**src/rtl/mem_access_unit_if.sv**
```systemverilog
// Request, data-cache and writeback/exception signals of the MEM-stage memory access unit.
// Port summary: req_* from the MEM stage, cache_* to/from the data cache, resp_*/exc_* to writeback.
// slave = the access unit's view, master = the environment's view (pipeline + cache).
interface mem_access_unit_if;
    // MEM stage request
    logic        req_valid_i;
    logic        req_is_store_i;
    logic [2:0]  req_funct3_i;
    logic [31:0] req_addr_i;
    logic [31:0] req_wdata_i;
    logic [4:0]  req_rd_i;
    logic        req_ready_o;
    logic        stall_o;
    // data cache port
    logic [31:0] cache_addr_o;
    logic [31:0] cache_wdata_o;
    logic [3:0]  cache_sel_o;
    logic [31:0] cache_rdata_i;
    logic        cache_busy_i;
    // writeback
    logic        resp_valid_o;
    logic        resp_we_o;
    logic [31:0] resp_rdata_o;
    logic [4:0]  resp_rd_o;
    logic        exc_valid_o;
    logic [3:0]  exc_cause_o;
    logic [31:0] exc_addr_o;

    modport slave (
        input  req_valid_i, req_is_store_i, req_funct3_i, req_addr_i, req_wdata_i, req_rd_i,
        input  cache_rdata_i, cache_busy_i,
        output req_ready_o, stall_o,
        output cache_addr_o, cache_wdata_o, cache_sel_o,
        output resp_valid_o, resp_we_o, resp_rdata_o, resp_rd_o,
        output exc_valid_o, exc_cause_o, exc_addr_o
    );

    modport master (
        output req_valid_i, req_is_store_i, req_funct3_i, req_addr_i, req_wdata_i, req_rd_i,
        output cache_rdata_i, cache_busy_i,
        input  req_ready_o, stall_o,
        input  cache_addr_o, cache_wdata_o, cache_sel_o,
        input  resp_valid_o, resp_we_o, resp_rdata_o, resp_rd_o,
        input  exc_valid_o, exc_cause_o, exc_addr_o
    );
endinterface

```
**src/rtl/mem_access_unit.sv**
```systemverilog
// Purpose: RV32 load/store initiator for the data cache; legality/alignment check, busy watchdog, writeback result.
// Latency: legal op 2 cycles + 1 per busy cycle (IDLE->ACCESS->DONE); illegal/misaligned op 1 cycle.
// Backpressure: stall_o holds the MEM stage while in flight; cache_busy_i stretches WAIT, bounded by TIMEOUT_CYCLES (0 = unbounded).
// Ports: clk_i, rst_ni (async active-low), bus (mem_access_unit_if.slave).
module mem_access_unit #(
    parameter int unsigned TIMEOUT_CYCLES = 255
) (
    input  logic               clk_i,
    input  logic               rst_ni,
    mem_access_unit_if.slave   bus
);

    typedef enum logic [1:0] {
        S_IDLE   = 2'd0,
        S_ACCESS = 2'd1,
        S_WAIT   = 2'd2,
        S_DONE   = 2'd3
    } state_e;

    // A zero timeout still needs a 1-bit counter so the logic stays well formed.
    localparam int unsigned    CNT_W   = (TIMEOUT_CYCLES == 0) ? 1 : $clog2(TIMEOUT_CYCLES + 1);
    localparam logic [CNT_W-1:0] CNT_MAX = '1;
    localparam logic [CNT_W-1:0] CNT_LIM = CNT_W'(TIMEOUT_CYCLES);
    localparam bit             WDOG_ON = (TIMEOUT_CYCLES != 0);

    state_e            state_q, state_d;
    logic [CNT_W-1:0]  cnt_q, cnt_d;
    logic              is_store_q, is_store_d;
    logic [31:0]       cache_addr_q, cache_addr_d;
    logic [31:0]       cache_wdata_q, cache_wdata_d;
    logic [3:0]        cache_sel_q, cache_sel_d;
    logic              resp_valid_q, resp_valid_d;
    logic              resp_we_q, resp_we_d;
    logic [31:0]       resp_rdata_q, resp_rdata_d;
    logic [4:0]        resp_rd_q, resp_rd_d;
    logic              exc_valid_q, exc_valid_d;
    logic [3:0]        exc_cause_q, exc_cause_d;
    logic [31:0]       exc_addr_q, exc_addr_d;

    // Request decode: cache select, funct3 legality and natural alignment.
    logic [3:0] req_sel;
    logic       req_legal;
    logic       req_misal;

    always_comb begin
        req_sel   = 4'b0000;
        req_legal = 1'b1;
        req_misal = 1'b0;
        if (bus.req_is_store_i) begin
            unique case (bus.req_funct3_i)
                3'b000:  req_sel = 4'b1011;
                3'b001:  req_sel = 4'b1110;
                3'b010:  req_sel = 4'b1111;
                default: req_legal = 1'b0;
            endcase
        end else begin
            unique case (bus.req_funct3_i)
                3'b000:  req_sel = 4'b1000;
                3'b001:  req_sel = 4'b1001;
                3'b010:  req_sel = 4'b1010;
                3'b100:  req_sel = 4'b1100;
                3'b101:  req_sel = 4'b1101;
                default: req_legal = 1'b0;
            endcase
        end
        // funct3[1:0] gives the access size for every legal encoding.
        unique case (bus.req_funct3_i[1:0])
            2'b01:   req_misal = bus.req_addr_i[0];
            2'b10:   req_misal = (bus.req_addr_i[1:0] != 2'b00);
            default: req_misal = 1'b0;
        endcase
    end

    logic [CNT_W-1:0] cnt_inc;
    assign cnt_inc = (cnt_q == CNT_MAX) ? cnt_q : cnt_q + 1'b1;

    always_comb begin
        state_d       = state_q;
        cnt_d         = cnt_q;
        is_store_d    = is_store_q;
        cache_addr_d  = cache_addr_q;
        cache_wdata_d = cache_wdata_q;
        cache_sel_d   = cache_sel_q;
        resp_valid_d  = 1'b0;
        resp_we_d     = 1'b0;
        resp_rdata_d  = resp_rdata_q;
        resp_rd_d     = resp_rd_q;
        exc_valid_d   = 1'b0;
        exc_cause_d   = exc_cause_q;
        exc_addr_d    = exc_addr_q;

        unique case (state_q)
            S_IDLE: begin
                if (bus.req_valid_i) begin
                    is_store_d    = bus.req_is_store_i;
                    cache_addr_d  = bus.req_addr_i;
                    cache_wdata_d = bus.req_wdata_i;
                    resp_rd_d     = bus.req_rd_i;
                    if (!req_legal) begin
                        exc_valid_d = 1'b1;
                        exc_cause_d = 4'd2;
                        exc_addr_d  = 32'h0;
                        state_d     = S_DONE;
                    end else if (req_misal) begin
                        exc_valid_d = 1'b1;
                        exc_cause_d = bus.req_is_store_i ? 4'd6 : 4'd4;
                        exc_addr_d  = bus.req_addr_i;
                        state_d     = S_DONE;
                    end else begin
                        cache_sel_d = req_sel;
                        state_d     = S_ACCESS;
                    end
                end
            end
            S_ACCESS, S_WAIT: begin
                if (!bus.cache_busy_i) begin
                    cache_sel_d  = 4'b0000;
                    resp_valid_d = 1'b1;
                    resp_we_d    = !is_store_q && (resp_rd_q != 5'd0);
                    if (!is_store_q) begin
                        resp_rdata_d = bus.cache_rdata_i;
                    end
                    state_d = S_DONE;
                end else if (state_q == S_ACCESS) begin
                    cnt_d   = '0;
                    state_d = S_WAIT;
                end else begin
                    cnt_d = cnt_inc;
                    if (WDOG_ON && (cnt_inc == CNT_LIM)) begin
                        cache_sel_d = 4'b0000;
                        exc_valid_d = 1'b1;
                        exc_cause_d = is_store_q ? 4'd7 : 4'd5;
                        exc_addr_d  = cache_addr_q;
                        state_d     = S_DONE;
                    end
                end
            end
            S_DONE: begin
                // The request still visible here is the one just retired.
                state_d = S_IDLE;
            end
            default: state_d = S_IDLE;
        endcase
    end

    always_ff @(posedge clk_i or negedge rst_ni) begin
        if (!rst_ni) begin
            state_q       <= S_IDLE;
            cnt_q         <= '0;
            is_store_q    <= 1'b0;
            cache_addr_q  <= 32'h0;
            cache_wdata_q <= 32'h0;
            cache_sel_q   <= 4'b0000;
            resp_valid_q  <= 1'b0;
            resp_we_q     <= 1'b0;
            resp_rdata_q  <= 32'h0;
            resp_rd_q     <= 5'd0;
            exc_valid_q   <= 1'b0;
            exc_cause_q   <= 4'd0;
            exc_addr_q    <= 32'h0;
        end else begin
            state_q       <= state_d;
            cnt_q         <= cnt_d;
            is_store_q    <= is_store_d;
            cache_addr_q  <= cache_addr_d;
            cache_wdata_q <= cache_wdata_d;
            cache_sel_q   <= cache_sel_d;
            resp_valid_q  <= resp_valid_d;
            resp_we_q     <= resp_we_d;
            resp_rdata_q  <= resp_rdata_d;
            resp_rd_q     <= resp_rd_d;
            exc_valid_q   <= exc_valid_d;
            exc_cause_q   <= exc_cause_d;
            exc_addr_q    <= exc_addr_d;
        end
    end

    assign bus.req_ready_o   = (state_q == S_IDLE);
    assign bus.stall_o       = ((state_q == S_IDLE) && bus.req_valid_i) ||
                               (state_q == S_ACCESS) || (state_q == S_WAIT);
    assign bus.cache_addr_o  = cache_addr_q;
    assign bus.cache_wdata_o = cache_wdata_q;
    assign bus.cache_sel_o   = cache_sel_q;
    assign bus.resp_valid_o  = resp_valid_q;
    assign bus.resp_we_o     = resp_we_q;
    assign bus.resp_rdata_o  = resp_rdata_q;
    assign bus.resp_rd_o     = resp_rd_q;
    assign bus.exc_valid_o   = exc_valid_q;
    assign bus.exc_cause_o   = exc_cause_q;
    assign bus.exc_addr_o    = exc_addr_q;

endmodule

```
**src/flat_wrapper.sv**
```systemverilog
// flat-port wrapper written by rule: the top's interface ports become plain ports
module mem_access_unit_flat 
#(
    parameter int unsigned TIMEOUT_CYCLES = 255
)
  (clk_i, rst_ni, bus_req_valid_i, bus_req_is_store_i, bus_req_funct3_i, bus_req_addr_i, bus_req_wdata_i, bus_req_rd_i, bus_cache_rdata_i, bus_cache_busy_i, bus_req_ready_o, bus_stall_o, bus_cache_addr_o, bus_cache_wdata_o, bus_cache_sel_o, bus_resp_valid_o, bus_resp_we_o, bus_resp_rdata_o, bus_resp_rd_o, bus_exc_valid_o, bus_exc_cause_o, bus_exc_addr_o);
  mem_access_unit_if bus_i ();
  input  logic clk_i;
  input  logic rst_ni;
  input wire logic [$bits(bus_i.req_valid_i)-1:0] bus_req_valid_i;
  input wire logic [$bits(bus_i.req_is_store_i)-1:0] bus_req_is_store_i;
  input wire logic [$bits(bus_i.req_funct3_i)-1:0] bus_req_funct3_i;
  input wire logic [$bits(bus_i.req_addr_i)-1:0] bus_req_addr_i;
  input wire logic [$bits(bus_i.req_wdata_i)-1:0] bus_req_wdata_i;
  input wire logic [$bits(bus_i.req_rd_i)-1:0] bus_req_rd_i;
  input wire logic [$bits(bus_i.cache_rdata_i)-1:0] bus_cache_rdata_i;
  input wire logic [$bits(bus_i.cache_busy_i)-1:0] bus_cache_busy_i;
  output wire logic [$bits(bus_i.req_ready_o)-1:0] bus_req_ready_o;
  output wire logic [$bits(bus_i.stall_o)-1:0] bus_stall_o;
  output wire logic [$bits(bus_i.cache_addr_o)-1:0] bus_cache_addr_o;
  output wire logic [$bits(bus_i.cache_wdata_o)-1:0] bus_cache_wdata_o;
  output wire logic [$bits(bus_i.cache_sel_o)-1:0] bus_cache_sel_o;
  output wire logic [$bits(bus_i.resp_valid_o)-1:0] bus_resp_valid_o;
  output wire logic [$bits(bus_i.resp_we_o)-1:0] bus_resp_we_o;
  output wire logic [$bits(bus_i.resp_rdata_o)-1:0] bus_resp_rdata_o;
  output wire logic [$bits(bus_i.resp_rd_o)-1:0] bus_resp_rd_o;
  output wire logic [$bits(bus_i.exc_valid_o)-1:0] bus_exc_valid_o;
  output wire logic [$bits(bus_i.exc_cause_o)-1:0] bus_exc_cause_o;
  output wire logic [$bits(bus_i.exc_addr_o)-1:0] bus_exc_addr_o;
  assign bus_i.req_valid_i = bus_req_valid_i;
  assign bus_i.req_is_store_i = bus_req_is_store_i;
  assign bus_i.req_funct3_i = bus_req_funct3_i;
  assign bus_i.req_addr_i = bus_req_addr_i;
  assign bus_i.req_wdata_i = bus_req_wdata_i;
  assign bus_i.req_rd_i = bus_req_rd_i;
  assign bus_i.cache_rdata_i = bus_cache_rdata_i;
  assign bus_i.cache_busy_i = bus_cache_busy_i;
  assign bus_req_ready_o = bus_i.req_ready_o;
  assign bus_stall_o = bus_i.stall_o;
  assign bus_cache_addr_o = bus_i.cache_addr_o;
  assign bus_cache_wdata_o = bus_i.cache_wdata_o;
  assign bus_cache_sel_o = bus_i.cache_sel_o;
  assign bus_resp_valid_o = bus_i.resp_valid_o;
  assign bus_resp_we_o = bus_i.resp_we_o;
  assign bus_resp_rdata_o = bus_i.resp_rdata_o;
  assign bus_resp_rd_o = bus_i.resp_rd_o;
  assign bus_exc_valid_o = bus_i.exc_valid_o;
  assign bus_exc_cause_o = bus_i.exc_cause_o;
  assign bus_exc_addr_o = bus_i.exc_addr_o;
  mem_access_unit #(.TIMEOUT_CYCLES(TIMEOUT_CYCLES)) u_core (.clk_i(clk_i), .rst_ni(rst_ni), .bus(bus_i));
endmodule
```
**config.mk**
```make
export PLATFORM = sky130hd
export DESIGN_NAME = mem_access_unit_flat
export DESIGN_NICKNAME = d
export VERILOG_FILES = /design/src/rtl/mem_access_unit_if.sv /design/src/rtl/mem_access_unit.sv /design/src/flat_wrapper.sv
export SDC_FILE = /design/constraint.sdc
export NUM_CORES = 1
export LEC_CHECK = 0
export CAP_MARGIN = 20
export CORE_AREA = 3 3 141 143
export CTS_BUF_LIST = sky130_fd_sc_hd__clkbuf_16
export DETAILED_ROUTE_END_ITERATION = 8
export DIE_AREA = 0 0 144 146
export PLACE_DENSITY = 0.67
export SETUP_SLACK_MARGIN = 0.3
export SLEW_MARGIN = 20
export SYNTH_ARGS = -nofsm -noshare
export SYNTH_HDL_FRONTEND = slang
export SYNTH_SLANG_ARGS = --single-unit
```
**constraint.sdc**
```tcl
create_clock -name clk_i -period 2.81 [get_ports clk_i]
set_input_delay 0.562 -clock clk_i [delete_from_list [all_inputs] [get_ports clk_i]]
set_output_delay 0.562 -clock clk_i [all_outputs]
set_load 0.02 [all_outputs]
```
### Yosys cells after proc, flatten, opt, wreduce, memory -nomap -nowiden

Cells that the tools add are included.

| storage, ports and cells | value |
|---|---|
| flip-flop bits (word level) | 155 |
| input port bits | 109 |
| logic and storage cells | 106 |

| operators by class | value |
|---|---|
| bitwise gates (word level) | 2 |
| reduce and logical (&&, ||, !) cells | 19 |
| mux-type cells | 50 |
| equal/unequal tests | 21 |
| add/sub/neg operators | 1 |

Operator list:

| operator | number |
|---|---|
| $mux 32 | 6 |
| $pmux 32 s2 | 1 |
| $mux 4 | 13 |
| $pmux 4 s5 | 1 |
| $eq 8x8->1 const B | 2 |
| $mux 2 | 8 |
| $mux 8 | 2 |
| $pmux 4 s2 | 2 |
| $mux 1 | 13 |
| $pmux 4 s3 | 1 |
| $reduce_and 6->1 | 2 |
| $add 8x1->8 const B | 1 |
| $ne 2x2->1 const B | 4 |
| $eq 2x2->1 const B | 3 |
| $eq 3x3->1 const B | 2 |
| $ne 3x3->1 const B | 2 |
| $pmux 2 s3 | 1 |
| $reduce_and 2->1 | 3 |
| $reduce_bool 5->1 | 1 |
| $reduce_or 5->1 | 1 |
| $eq 2x1->1 const B | 2 |
| $ne 2x1->1 const B | 2 |
| $ne 4x2->1 const B | 1 |
| $pmux 1 s2 | 2 |
| other kinds (13) | 17 |

### Longest topological paths before layout

| depth | value |
|---|---|
| word-level depth | 7 |
| gate-level depth with buffers | 10 |
| depth with buffers taken out | 8 |

### Worst setup path before layout

No wires, ideal clock.

| timing path | value |
|---|---|
| path type | input-to-reg |
| from | input port bus_req_funct3_i[0] |
| to | register u_core.exc_addr_q[10] (netlist: u_core.bus.exc_addr_o[10]) |
| library setup time | 0.126 ns |
| arrival time | 2.399 ns |
| path buffers | 2 |
| path slack | 0.285 ns |
| stages | 10 |
| cell sequence | inv_1 -> ha_1 -> nor2b_2 -> o31a_1 -> and2_4 -> a211o_4 -> a21o_1 -> buf_6 -> buf_8 -> a221o_1 |

| between the ends | value |
|---|---|
| longest elaborated chain between the ends | 7 |
| elaborated cells on any way between the ends | 18 |

RTL lines:

| what | RTL line | RTL |
|---|---|---|
| from (decl) | flat_wrapper.sv:12 | `input wire logic [$bits(bus_i.req_funct3_i)-1:0] bus_req_funct3_i;` |
| $eq 3x1->1 (tied with other cells) | mem_access_unit.sv:50, mem_access_unit.sv:57 |  |
| $reduce_or 5->1 (no source line) or $reduce_or 3->1 (tied branches) | n/a |  |
| $mux 1, on equally long branches | mem_access_unit.sv:57, mem_access_unit.sv:50 |  |
| $mux 1 | mem_access_unit.sv:49 | `if (bus.req_is_store_i) begin` |
| $mux 32 | mem_access_unit.sv:99 | `if (!req_legal) begin` |
| $mux 32 | mem_access_unit.sv:94 | `if (bus.req_valid_i) begin` |
| $pmux 32 s2 | mem_access_unit.sv:92 | `unique case (state_q)` |
| to (signal assigned) | mem_access_unit.sv:174 | `exc_addr_q <= exc_addr_d;` |
| to (decl) | mem_access_unit.sv:38 | `logic [31:0] exc_addr_q, exc_addr_d;` |

Parallel ways exist; a longest one is shown, timed or not. The select of a mux whose other input is x is not followed.
A chain may end at the register's enable or synchronous reset.

### Worst setup path after layout

| timing path | value |
|---|---|
| from | register u_core.state_q[0] |
| to | register u_core.exc_addr_q[18] (netlist: u_core.bus.exc_addr_o[18]) |

| between the ends | value |
|---|---|
| longest elaborated chain between the ends | 4 |
| elaborated cells on any way between the ends | 12 |

RTL lines:

| what | RTL line | RTL |
|---|---|---|
| from (decl) | mem_access_unit.sv:26 | `state_e state_q, state_d;` |
| from (signal assigned) | mem_access_unit.sv:162 | `state_q <= state_d;` |
| $eq 2x2->1 or $eq 2x1->1 (tied branches) | mem_access_unit.sv:92, mem_access_unit.sv:124 |  |
| $reduce_or 2->1 | mem_access_unit.sv:92 |  |
| $ne 2x2->1 (no source line) (tied with other cells) | n/a |  |
| $reduce_and 6->1 (no source line) | n/a |  |

Parallel ways exist; a longest one is shown, timed or not.

==> run metrics <==
final worst path period need=2442 ps; WL final=19320 um; Reg power frac=0.305; share of cells above drive strength 1=0.2648; CP endpoint kind=register; first-pass GRT wire length=30180 um; Max Cap Violations=0; combinational power share=0.509; register bit total from synthesis=around 150; RePlAce Congestion=0.8873; Die Wd=144 um; Power Internal=8.131 mW; die area=21020 um2; synth top area cells=dfrtp_1 59%, mux2_2 18%, a221o_1 4.7%; Via-to-Cell Ratio=about 5; worst-case reg-to-reg path depth=8; Bufs on Longest Clock Path=2; Final TNS setup=0 ps; commonest non-fill, non-tap cell in the layout=clkdlybuf4s50_1; pre-CTS WS=-261.9 ps; CP Class=reg -> reg; DPL Wire Length=13640 um; Antenna Violating Nets Remaining=0; most frequent cells in the layout=248 x clkdlybuf4s50_1, 153 x dfrtp_1, 102 x mux2_2; diode count=0; worst-path fanout max=8; Lkg Pwr=4.429 nW; Routed WL per cell=19.09 um; DR pass1 iterations=4; hold buffer count at CTS=0; grt total ovfl=0; Core Box Area=roughly 19000 um2; Syn Nets=596; Final setup viols=0; Clk pwr share=0.186; TritonCTS Buffers=17; Layout Nets=882; Post-Syn Area=6543 um2; Yosys top cell area share=0.5890; DR iter-0 viols=~220; Die H=146 um; Residual DRC=0; Syn Area/Cell=between 10 and 15 um2; CTS tree=built; row count=50; register area share after synthesis=0.5890; biggest area consumer among synthesized cells=dfrtp_1; Worst R2R Setup Slack=approximately 370 ps; clk slew on worst S/H paths=70 ps; I/O pins=255; final count of hold timing violations=0; DR vias=~5000; post-route setup slack=367.6 ps; vias in the first global route=5583; Initial Util=0.3498; FF-to-FF End=u_core.bus.exc_addr_o[18]; GRT Total Usage=0.1830; skew final=9.060 ps; Worst EP required=3110 ps; Post-synth top flop=dfrtp_1; power per cell area=1241 nW/um2; Synth cell types=52; peak supply drop=0.6104 mV; Fmax achieved=409.4 MHz; Ys Warns=0; run status=complete, no violations; worst setup path startpoint=u_core.state_q[0]; IO Port Bufs=253; Clock Sinks=154; clock latency at the later pin of the worst-skew pair=approximately 420 ps; EDFF count, synth=0; Area Overhead vs Synth=58.54%; RSZ-0062 raised after global routing=yes; H-tree level count=4; Net Sw Frac=0.3685; Max Transition Viols Final=0; Mapped Cells=around 480; crit start category=register; Worst Hold Class=in -> async; asr flop ratio synth=1.000; initial antenna violation count=2; period utilization=0.8692; P_sw=~4.7 mW; root buffer cell=clkbuf_16; RR Startpoint=u_core.state_q[0]; largest net degree at the start of global routing=52; Critical Path AT=2740 ps
==> power groups by stage <==
stage          clock (mW)  combinational (mW)  sequential [mW]
2_1_floorplan           0                2.17             4.99
3_3_place_gp            0                6.04             3.89
3_5_place_dp            0                6.15             3.95
4_1_cts              2.46                6.53             3.92
5_1_grt              2.56                6.97             4.06
6_report             2.40                6.55             3.93
==> how the worst max path moves through the flow <==
stage                                      to  slack (ps)  cells after the start
floorplan           u_core.bus.exc_addr_o[10]         300                     10
global placement    u_core.bus.exc_addr_o[15]        -200                     10
detailed placement   u_core.bus.exc_addr_o[2]        -260                      9
CTS                 u_core.bus.exc_addr_o[16]         330                      9
global route        u_core.bus.exc_addr_o[21]         280                      9
finish              u_core.bus.exc_addr_o[18]         370                      8
==> synth_stat cells, drive strengths merged (2+ instances only) <==
master,instances
a211o,2
a21o,3
a21oi,13
a221o,33
a22o,3
a22oi,2
a31oi,3
and2,34
buf,10
clkbuf,15
dfrtp,154
ha,8
inv,13
mux2,102
mux2i,2
nand2,13
nand2b,3
nand3,6
nand4,2
nor2,16
nor2b,3
nor3,8
o21a,3
o21ai,8
o22ai,3
or2,2
or4,2
==> flip-flops by register name (all words and copies together), names as in the netlist <==
| register | count |
|---|---|
| u_core.bus.resp_we_o | 1 |
| u_core.bus.resp_rdata_o | 32 |
| u_core.bus.exc_addr_o | 32 |
| u_core.state_q | 2 |
| u_core.cnt_q | 8 |
| u_core.is_store_q | 1 |
| u_core.bus.cache_addr_o | 32 |
| u_core.bus.resp_valid_o | 1 |
| u_core.bus.cache_sel_o | 4 |
| u_core.bus.exc_valid_o | 1 |
| u_core.bus.cache_wdata_o | 32 |
| u_core.bus.exc_cause_o | 3 |
| u_core.bus.resp_rd_o | 5 |
==> worst max-delay path, cell delays in order, from the launching register on <==
cell	delay [ps]
dfrtp_1	430
buf_4	150
ha_2	180
or3_4	400
buf_4	140
a211o_4	270
a21o_4	260
clkbuf_16	190
a221o_1	280
==> metal layers <==
layer / track usage / part of all wire
met1: 0.2173 / 0.39
met5: 0 / 0.0014
met4: 0.04991 / 0.015
met3: 0.07295 / 0.090
met2: 0.3068 / 0.50
==> stage by stage <==
step / hold WS [ps] / util / power [mW] / cell area, um2 / cells
2_1_floorplan: 266.4 / - / 7.159 / 6550 / 479
3_3_place_gp: 487.0 / 0.5102 / 9.930 / 9543 / 969
3_5_place_dp: 493.6 / 0.5102 / 10.10 / 9543 / 969
4_1_cts: 79.49 / 0.5512 / 12.92 / 10310 / 1009
5_1_grt: 95.89 / 0.5545 / 13.59 / 10370 / 1012
6_report: 74.70 / 0.5545 / 12.88 / 10370 / 1012
==> final cells by class <==
cell class,instances,area (um2)
inverters,13,48.80
clock buffers,17,425.4
multi-input cells,287,2572
fillers,1549,8333
flip-flops and latches,154,3855
well taps,234,292.8
clock inverters,15,188.9
repair buffers,292,2989
==> cell families after synthesis <==
group / after synthesis / share of synthesized area
muxes: 104 / 0.1786
DFF: 154 / 0.5890
buffers and inverters: 38 / 0.03002
adders and majority gates: 8 / 0.01530
and+or+nand+nor: 93 / 0.08472
other: 1 / 0.0005732
AOI/OAI and AO/OA: 81 / 0.1017
==> repair_timing <==
action	in CTS	in global routing
gates resized for setup	14	6
setup endpoints to repair	38	37
pin swaps	5	2
buffers inserted	5	2
cloned	3	1
(Power assumes the default switching activity.)
